`src/rtl/mips_multicycle_control.sv`:
```
// -----------------------------------------------------------------------------
// mips_multicycle_control
//
// Main control FSM for a multicycle MIPS datapath. Each instruction is
// walked through fetch / decode / execute / memory / writeback. The FSM
// drives the datapath strobes and the 2-bit alu_op that the ALU control
// decoder consumes (00 add, 01 sub, 10 R-type via funct, 11 ori).
// Memory states wait on a ready handshake.
//
// Parameters
//   USE_MEM_READY  1: memory states hold until mem_ready=1
//                  0: mem_ready is ignored and treated as always 1
//
// Ports
//   clk            in   system clock, all state updates on rising edge
//   reset          in   synchronous, active-high reset
//   opcode[5:0]    in   instr[31:26] from the instruction register
//   mem_ready      in   memory completes the current read/write this cycle
//   pc_write       out  unconditional PC load
//   pc_write_cond  out  PC load if ALU zero (beq)
//   i_or_d         out  0 = memory address from PC, 1 = from ALUOut
//   mem_read       out  memory read request
//   mem_write      out  memory write request
//   ir_write       out  load instruction register
//   mem_to_reg     out  1 = write-back data from MDR, 0 = from ALUOut
//   reg_dst        out  1 = rd, 0 = rt
//   reg_write      out  register file write enable
//   alu_src_a      out  0 = PC, 1 = register A
//   alu_src_b[1:0] out  00 reg B, 01 const 4, 10 imm, 11 imm<<2
//   pc_source[1:0] out  00 ALU result, 01 ALUOut, 10 jump target
//   alu_op[1:0]    out  00 add, 01 sub, 10 funct, 11 ori
//   illegal_op     out  one-cycle pulse in DECODE for an unsupported opcode
//   state[3:0]     out  current state encoding (debug)
// -----------------------------------------------------------------------------
module mips_multicycle_control #(
   parameter bit USE_MEM_READY = 1'b1
) (
   input  logic       clk,
   input  logic       reset,
   input  logic [5:0] opcode,
   input  logic       mem_ready,
   output logic       pc_write,
   output logic       pc_write_cond,
   output logic       i_or_d,
   output logic       mem_read,
   output logic       mem_write,
   output logic       ir_write,
   output logic       mem_to_reg,
   output logic       reg_dst,
   output logic       reg_write,
   output logic       alu_src_a,
   output logic [1:0] alu_src_b,
   output logic [1:0] pc_source,
   output logic [1:0] alu_op,
   output logic       illegal_op,
   output logic [3:0] state
);

   typedef enum logic [3:0] {
      FETCH  = 4'd0,
      DECODE = 4'd1,
      MEMADR = 4'd2,
      MEMRD  = 4'd3,
      MEMWB  = 4'd4,
      MEMWR  = 4'd5,
      EXEC   = 4'd6,
      ALUWB  = 4'd7,
      BRANCH = 4'd8,
      ORIEX  = 4'd9,
      IMMWB  = 4'd10,
      JUMP   = 4'd11,
      ADDIEX = 4'd12
   } state_t;

   localparam logic [5:0] OP_R    = 6'b000000;
   localparam logic [5:0] OP_LW   = 6'b100011;
   localparam logic [5:0] OP_SW   = 6'b101011;
   localparam logic [5:0] OP_BEQ  = 6'b000100;
   localparam logic [5:0] OP_J    = 6'b000010;
   localparam logic [5:0] OP_ADDI = 6'b001000;
   localparam logic [5:0] OP_ORI  = 6'b001101;

   state_t state_q;
   state_t state_d;
   logic   eff_ready;

   // With the handshake disabled every memory access completes in one cycle.
   assign eff_ready = USE_MEM_READY ? mem_ready : 1'b1;

   // Debug view of the state; reads zero while reset is held.
   assign state = reset ? 4'd0 : state_q;

   // State register.
   always_ff @(posedge clk) begin
      if (reset) begin
         state_q <= FETCH;
      end else begin
         state_q <= state_d;
      end
   end

   // Next-state logic. Encodings 13-15 are unreachable and fall back to FETCH.
   always_comb begin
      state_d = FETCH;
      case (state_q)
         FETCH:   state_d = eff_ready ? DECODE : FETCH;
         DECODE: begin
            case (opcode)
               OP_LW, OP_SW: state_d = MEMADR;
               OP_R:         state_d = EXEC;
               OP_BEQ:       state_d = BRANCH;
               OP_J:         state_d = JUMP;
               OP_ADDI:      state_d = ADDIEX;
               OP_ORI:       state_d = ORIEX;
               default:      state_d = FETCH;
            endcase
         end
         MEMADR:  state_d = (opcode == OP_LW) ? MEMRD : MEMWR;
         MEMRD:   state_d = eff_ready ? MEMWB : MEMRD;
         MEMWB:   state_d = FETCH;
         MEMWR:   state_d = eff_ready ? FETCH : MEMWR;
         EXEC:    state_d = ALUWB;
         ALUWB:   state_d = FETCH;
         BRANCH:  state_d = FETCH;
         ORIEX:   state_d = IMMWB;
         IMMWB:   state_d = FETCH;
         JUMP:    state_d = FETCH;
         ADDIEX:  state_d = IMMWB;
         default: state_d = FETCH;
      endcase
   end

   // Moore output decode. The instruction-register and PC loads in FETCH
   // only fire once memory has delivered the word. Reset overrides
   // everything so no strobe leaks out in the reset cycle.
   always_comb begin
      pc_write      = 1'b0;
      pc_write_cond = 1'b0;
      i_or_d        = 1'b0;
      mem_read      = 1'b0;
      mem_write     = 1'b0;
      ir_write      = 1'b0;
      mem_to_reg    = 1'b0;
      reg_dst       = 1'b0;
      reg_write     = 1'b0;
      alu_src_a     = 1'b0;
      alu_src_b     = 2'b00;
      pc_source     = 2'b00;
      alu_op        = 2'b00;
      illegal_op    = 1'b0;
      case (state_q)
         FETCH: begin
            mem_read  = 1'b1;
            alu_src_b = 2'b01;
            ir_write  = eff_ready;
            pc_write  = eff_ready;
         end
         DECODE: begin
            alu_src_b = 2'b11;
            case (opcode)
               OP_R, OP_LW, OP_SW, OP_BEQ, OP_J, OP_ADDI, OP_ORI: illegal_op = 1'b0;
               default: illegal_op = 1'b1;
            endcase
         end
         MEMADR: begin
            alu_src_a = 1'b1;
            alu_src_b = 2'b10;
         end
         MEMRD: begin
            mem_read = 1'b1;
            i_or_d   = 1'b1;
         end
         MEMWB: begin
            reg_write  = 1'b1;
            mem_to_reg = 1'b1;
         end
         MEMWR: begin
            mem_write = 1'b1;
            i_or_d    = 1'b1;
         end
         EXEC: begin
            alu_src_a = 1'b1;
            alu_op    = 2'b10;
         end
         ALUWB: begin
            reg_write = 1'b1;
            reg_dst   = 1'b1;
         end
         BRANCH: begin
            alu_src_a     = 1'b1;
            alu_op        = 2'b01;
            pc_write_cond = 1'b1;
            pc_source     = 2'b01;
         end
         ORIEX: begin
            alu_src_a = 1'b1;
            alu_src_b = 2'b10;
            alu_op    = 2'b11;
         end
         IMMWB: begin
            reg_write = 1'b1;
         end
         JUMP: begin
            pc_write  = 1'b1;
            pc_source = 2'b10;
         end
         ADDIEX: begin
            alu_src_a = 1'b1;
            alu_src_b = 2'b10;
         end
         default: begin
            pc_write = 1'b0;
         end
      endcase
      if (reset) begin
         pc_write      = 1'b0;
         pc_write_cond = 1'b0;
         i_or_d        = 1'b0;
         mem_read      = 1'b0;
         mem_write     = 1'b0;
         ir_write      = 1'b0;
         mem_to_reg    = 1'b0;
         reg_dst       = 1'b0;
         reg_write     = 1'b0;
         alu_src_a     = 1'b0;
         alu_src_b     = 2'b00;
         pc_source     = 2'b00;
         alu_op        = 2'b00;
         illegal_op    = 1'b0;
      end
   end

endmodule

```
`config.mk`:
```
export PLATFORM = sky130hd
export DESIGN_NAME = mips_multicycle_control
export DESIGN_NICKNAME = d
export VERILOG_FILES = /design/src/rtl/mips_multicycle_control.sv
export SDC_FILE = /design/constraint.sdc
export NUM_CORES = 1
export LEC_CHECK = 0
export BUFFER_PORTS_ARGS = -buffer_cell sky130_fd_sc_hd__buf_4
export CAP_MARGIN = 20
export CORE_UTILIZATION = 30
export CTS_CLUSTER_SIZE = 12
export DETAILED_ROUTE_END_ITERATION = 6
export HOLD_SLACK_MARGIN = 0.06
export SLEW_MARGIN = 20
export SYNTH_ARGS = -nofsm -noshare
export SYNTH_HDL_FRONTEND = slang
export SYNTH_SLANG_ARGS = --single-unit
```
`constraint.sdc`:
```
create_clock -name clk -period 1.6 [get_ports clk]
set_input_delay 0.16 -clock clk [delete_from_list [all_inputs] [get_ports clk]]
set_output_delay 0.16 -clock clk [all_outputs]
set_load 0.02 [all_outputs]
```
==> results of run 1 <==
## worst max-delay path, cell delays in order (launching register included)
cell and delay (ns):
dfxtp_4 0.37, buf_8 0.14, nor3b_4 0.21, a21oi_1 0.06, o32a_1 0.17, nor2_1 0.08, buf_4 0.14
## layer usage
layer / GRT usage [%] / vias up
met1: 20.0 / 365
met4: 6.11 / 0
met3: 0.377 / 5
li1: - / 427
met2: 32.4 / 32
met5: 0 / -
## per-stage QoR
step                setup WS [ns]  TNS (ns)  power (mW)
floorplan                 0.00592         0       0.201
global placement           0.0974         0       0.263
detailed placement          0.109         0       0.264
CTS                       0.00248         0       0.395
global route              -0.0540   -0.0907       0.433
finish                    0.00818         0       0.409
## cell families (layout without fill, tap and decap cells)
family	count (synthesis)	after routing	share of synthesized area (%)
buffers and inverters	12	45	8.76
AOI/OAI and AO/OA	23	23	26.3
and+or+nand+nor	56	56	48.0
xor gates and xnor gates	3	3	4.18
DFF	4	4	12.7
## layout by cell type, fill, tap and decap left out, drive strengths merged, types with 2 or more instances in the layout
| master | instances |
|---|---|
| dfxtp | 4 |
| nor2b | 5 |
| nor2 | 11 |
| buf | 39 |
| clkbuf | 4 |
| a211oi | 2 |
| nand2 | 8 |
| nand2b | 4 |
| xnor2 | 2 |
| o21ai | 3 |
| nor3 | 10 |
| and3 | 2 |
| o21a | 2 |
| or2 | 2 |
| nand3 | 3 |
| a21oi | 7 |
| inv | 2 |
| nor4 | 5 |
## area by class of cell
cell class              count  share of cell area, %
multi-input cells          82                   52.9
flip-flops and latches      4                   9.28
clock buffers               3                   2.26
repair buffers             40                   31.4
well taps                  27                   3.39
inverters                   2                  0.753
## report_power, final
| group | switching [mW] | internal (mW) |
|---|---|---|
| logic | 0.0892 | 0.0816 |
| registers | 0.00890 | 0.101 |
| clock network | 0.0439 | 0.0840 |
| total | 0.142 | 0.267 |
## repair_timing
action / 4_1_cts / 5_1_grt
gates resized for setup: 6 / 10
setup endpoints to repair: 8 / 6
buffers inserted: 0 / 4
pin swaps: 0 / 1
endpoints found under the hold margin: 0 / 0
## synthesized netlist by cell type
master	count
nand2_1	7
nand2_2	1
nor3b_1	1
buf_4	1
nor2_1	11
and3_1	2
or4b_1	1
a211oi_1	1
o41ai_1	1
o32a_1	1
nor3_1	10
and2_1	1
nor4b_1	1
nand3_1	3
nor2b_1	5
a211oi_2	1
o211ai_2	1
o311ai_0	1
o21a_1	2
xnor2_1	2
a21oi_1	7
inv_1	2
buf_2	5
a2bb2oi_1	1
a31oi_1	1
o31ai_1	1
a32oi_1	1
clkbuf_1	4
o21ai_0	3
or2_2	2
dfxtp_1	4
xor2_1	1
or3b_2	1
nand2b_1	4
nor4_1	5
nand4b_1	1
o22a_1	1
## path summary, 6_finish.rpt
path	startpoint	endpoint	slack [ns]
min	opcode[4]	state_q[0]	0.23
max reg2reg	state_q[1]	state_q[2]	0.16
max	state_q[0]	alu_src_b[1]	0.008
min reg2reg	state_q[1]	state_q[3]	0.61
==> impl_metrics.py, run 1 <==
metrics = {
    "sta": {
        "setup_violations": 0,
        "slew_headroom_pct": 76.3,
        "rsz0062_at_grt": "yes",
        "finClkSkew_ns": 0.00980,
        "min_period_ns": 1.59,
        "period_share_pct": 99.5,
        "fmax_mhz": 628,
        "whs_ns": 0.235,
        "worstMarginPinSlew_ns": 0.351,
        "final_max_slew_viol_count": 0,
        "hold_violations": 0,
    },
    "job": {
        "maxCapViolCount": 0,
    },
    "clock_tree": {
        "cts_tree": "done",
        "clk_pin_slew_ns": 0.04,
        "clock_latency_ns": 0.24,
        "clockBufferDepth": 2,
        "cts_buffers": 3,
        "cts_max_level": 1,
        "cts_sinks": 4,
        "holdBufCountCts": 0,
        "clockRootBuffer": "clkbuf_4",
    },
    "synthesis": {
        "synthTopCellsByArea": "dfxtp_1 13%, nor3_1 8.0%, nor2_1 6.6%",
        "synth_cells": 98,
        "synth_seq_area_share_pct": 12.7,
        "syn_nets": 107,
        "syn_area_um2": 628,
        "ys_seq_elements": 4,
        "yosys_warnings": 0,
        "synth_cell_types": 37,
        "synth_top_area_share_pct": 12.7,
        "avgSynthCellArea_um2": 6.41,
        "synth_top_cell_by_area": "dfxtp_1",
    },
    "power": {
        "p_leak_nw": 0.413,
        "peakVddDrop_uv": 311,
        "power_density_mw_per_mm2": 410,
    },
    "min_path": {
        "min_path_type": "input port to flip-flop",
        "hold_depth": 4,
    },
    "routing": {
        "ant_nets": 0,
        "via_per_inst": 5.25,
        "drc": 0,
        "routedWlPerCell_um": 12.2,
        "wl_mm": 1.93,
        "wl_met3_um": 76,
        "num_vias": 829,
        "highest_layer": "met4",
        "first_iter_violations": 9,
        "firstDrtPassIters": 4,
        "wl_met1_um": 848,
        "met2WireLength_um": 968,
    },
    "final_layout": {
        "layout.cells.non_filler": 158,
        "ff_latch_area_um2": 92.6,
        "nFillCells": 216,
        "area_growth_pct": 58.8,
        "layout.nets": 142,
        "drive_gt1_share_pct": 45.0,
        "reg_top3": "state_q x4",
        "multi_input_area_um2": 528,
        "largest_reg_flops": 4,
        "antenna_cells": 0,
        "final_cell_area_um2": 997,
        "post-route-util_pct": 50.8,
        "largest_register": "state_q",
    },
    "floorplanning": {
        "core_area_mm2": 0.00196,
        "rows": 16,
        "die-area_mm2": 0.00228,
        "io_pins": 30,
        "die_h_um": 47.8,
        "die_w_um": 47.8,
        "initial_core_util_pct": 32.0,
    },
    "grt": {
        "grt_pass1_vias": 636,
        "gr-total-overflow": 0,
        "grt_max_degree": 18,
        "track_usage_pct": 17.0,
        "grt_antenna_before_repair": 0,
        "grt_pass1_wl_mm": 2.79,
    },
    "placed_design": {
        "io_buffers": 29,
        "place.gp.congestion": 0.848,
        "postPlaceCellArea_um2": 893,
        "dp_cells": 151,
        "hpwl_mm": 1.45,
    },
    "setup_path": {
        "r2r.worst_path.cells": 5,
        "crit_path_start_kind": "flip-flop",
        "critPathKind": "flip-flop to output pin",
        "worstPathArrival_ns": 1.43,
        "required_ns": 1.44,
        "critPathMaxFanout": 9,
        "end_kind": "output pin",
    },
    "run_status": {
        "status": "completed",
    },
}
Power figures use the tool's default switching activity.
==> run 2, diff against run 1 <==
--- a/config.mk
+++ b/config.mk
@@ -8,6 +8,7 @@
 export BUFFER_PORTS_ARGS = -buffer_cell sky130_fd_sc_hd__buf_4
 export CAP_MARGIN = 20
 export CORE_UTILIZATION = 30
+export CTS_BUF_LIST = sky130_fd_sc_hd__clkbuf_2
 export CTS_CLUSTER_SIZE = 12
 export DETAILED_ROUTE_END_ITERATION = 6
 export HOLD_SLACK_MARGIN = 0.06
==> run 2 against run 1 <==
Against the previous run: non-clock buffer count decreased by 4; die area unchanged; worst setup slack improved by 0.055 ns; critical endpoint is now illegal_op; critical path type unchanged; count of clock-buffer cells in the layout unchanged; largest cell class unchanged; final area decreased by 4.5%.
==> impl_metrics.py, run 2 (same netlist as run 1, synthesis figures left out) <==
metrics = {
    "setup_path": {
        "crit_slowest_cell": "dfxtp_4",
        "max_stage_delay_ns": 0.38,
        "crit_path_start_kind": "flip-flop",
        "path_cells": "nand2b_1, nor4b_1, buf_4",
        "required_ns": 1.44,
        "worstPathArrival_ns": 1.38,
        "critPathKind": "flip-flop to output pin",
        "critPathMaxFanout": 10,
        "end_kind": "output pin",
    },
    "routing": {
        "ant_nets": 0,
        "wl_met1_um": 816,
        "firstDrtPassIters": 4,
        "wl_mm": 1.83,
        "drc": 0,
        "first_iter_violations": 8,
        "num_vias": 801,
        "via_per_inst": 5.20,
        "wl_met3_um": 82,
        "met2WireLength_um": 909,
        "highest_layer": "met4",
        "routedWlPerCell_um": 11.9,
    },
    "final_layout": {
        "layout_commonest_cell": "buf_4",
        "layout.cells.non_filler": 154,
        "layout.nets": 138,
        "largest_reg_flops": 4,
        "reg_top3": "state_q x4",
        "area_growth_pct": 51.6,
        "antenna_cells": 0,
        "final_cell_mix": "34 x buf_4, 11 x nor2_1, 9 x nor3_1, 7 x a21oi_1, 7 x nand2_1",
        "drive_gt1_share_pct": 43.3,
        "post-route-util_pct": 48.5,
        "largest_register": "state_q",
    },
    "grt": {
        "grt_max_degree": 18,
        "track_usage_pct": 16.7,
        "grt_pass1_wl_mm": 2.78,
        "gr-total-overflow": 0,
        "grt_pass1_vias": 633,
        "grt_antenna_before_repair": 0,
    },
    "sta": {
        "final_max_slew_viol_count": 0,
        "min_period_ns": 1.54,
        "worst_slack_ns": 0.0633,
        "hold_violations": 0,
        "whs_ns": 0.263,
        "worstMarginPinSlew_ns": 0.361,
        "fmax_mhz": 651,
        "period_share_pct": 96.0,
        "finClkSkew_ns": 0.00602,
        "setup_violations": 0,
        "slew_headroom_pct": 75.6,
        "rsz0062_at_grt": "yes",
    },
    "power": {
        "switching_share_pct": 37.6,
        "power_switching_mw": 0.134,
        "intPower_mw": 0.223,
        "combPwrFrac_pct": 43.8,
        "pwr-share-clk_pct": 25.5,
        "p_seq_share_pct": 30.7,
        "p_leak_nw": 0.393,
        "power_density_mw_per_mm2": 375,
        "peakVddDrop_uv": 304,
    },
    "clock_tree": {
        "holdBufCountCts": 0,
        "clockRootBuffer": "clkbuf_2",
        "cts_tree": "done",
        "cts_setup_buffers": 0,
        "cts_sinks": 4,
        "cts_buffers": 3,
        "cts_max_level": 1,
        "clock_latency_ns": 0.21,
        "clk_pin_slew_ns": 0.05,
        "clockBufferDepth": 2,
    },
    "job": {
        "maxCapViolCount": 0,
    },
    "run_status": {
        "status": "completed",
    },
    "floorplanning": {
        "io_pins": 30,
        "rows": 16,
        "die_w_um": 47.8,
        "initial_core_util_pct": 32.0,
        "die_h_um": 47.8,
        "die-area_mm2": 0.00228,
        "core_area_mm2": 0.00196,
    },
    "placed_design": {
        "dp_cells": 151,
        "place.gp.congestion": 0.848,
        "dp_worst_setup_slack_ns": 0.109,
        "io_buffers": 29,
        "hpwl_mm": 1.45,
    },
    "min_path": {
        "min_path_type": "input port to flip-flop",
    },
}
[run 2: cell type report]
cell class,instances,area (µm²)
fill,219,1010
multi-input combinational,82,522
timing repair buffer,36,282
sequential,4,92.6
tap,27,33.8
clock buffer,3,15.0
inverter,2,7.51
[run 2: worst paths after layout]
| path | cells past startpoint | slack, ns | endpoint | from |
|---|---|---|---|---|
| worst min register to register | 3 | 0.62 | state_q[0] | state_q[2] |
| worst max register to register | 5 | 0.16 | state_q[1] | state_q[1] |
| worst max-delay path | 3 | 0.06 | illegal_op | state_q[1] |
| worst min-delay path | 4 | 0.26 | state_q[0] | opcode[4] |
[run 2: power groups by stage]
stage                     Sequential, mW  Combinational [mW]  Clock [mW]
after floorplan                    0.106              0.0953           0
after global placement             0.112               0.151           0
after detailed placement           0.113               0.152           0
after CTS                          0.112               0.153      0.0941
after global routing               0.111               0.171       0.104
final                              0.110               0.156      0.0909
[run 2: through the flow]
stage	power, mW	TNS [ns]	area [µm²]
after floorplan	0.201	0	637
after global placement	0.263	0	893
after detailed placement	0.264	0	893
after CTS	0.359	0	917
after global routing	0.386	-0.0336	952
final	0.357	0	952
[run 2: worst max-delay path: cells and delay by family (launching register included)]
family                 cells  cell delay (ns)
buffers and inverters      1             0.20
flip-flops                 1             0.38
AND/OR/NAND/NOR            2             0.59
[run 2: timing repair]
action / in CTS / in global routing
resized for setup: 4 / 10
endpoints found under the setup margin: 8 / 6
gates cloned: 0 / 0
pin swaps: 0 / 0
[run 2: metal layers]
metal	GRT usage (%)	vias up
met5	0	-
met4	4.44	0
met3	0.377	2
met2	32.2	31
met1	20.0	350
li1	-	418
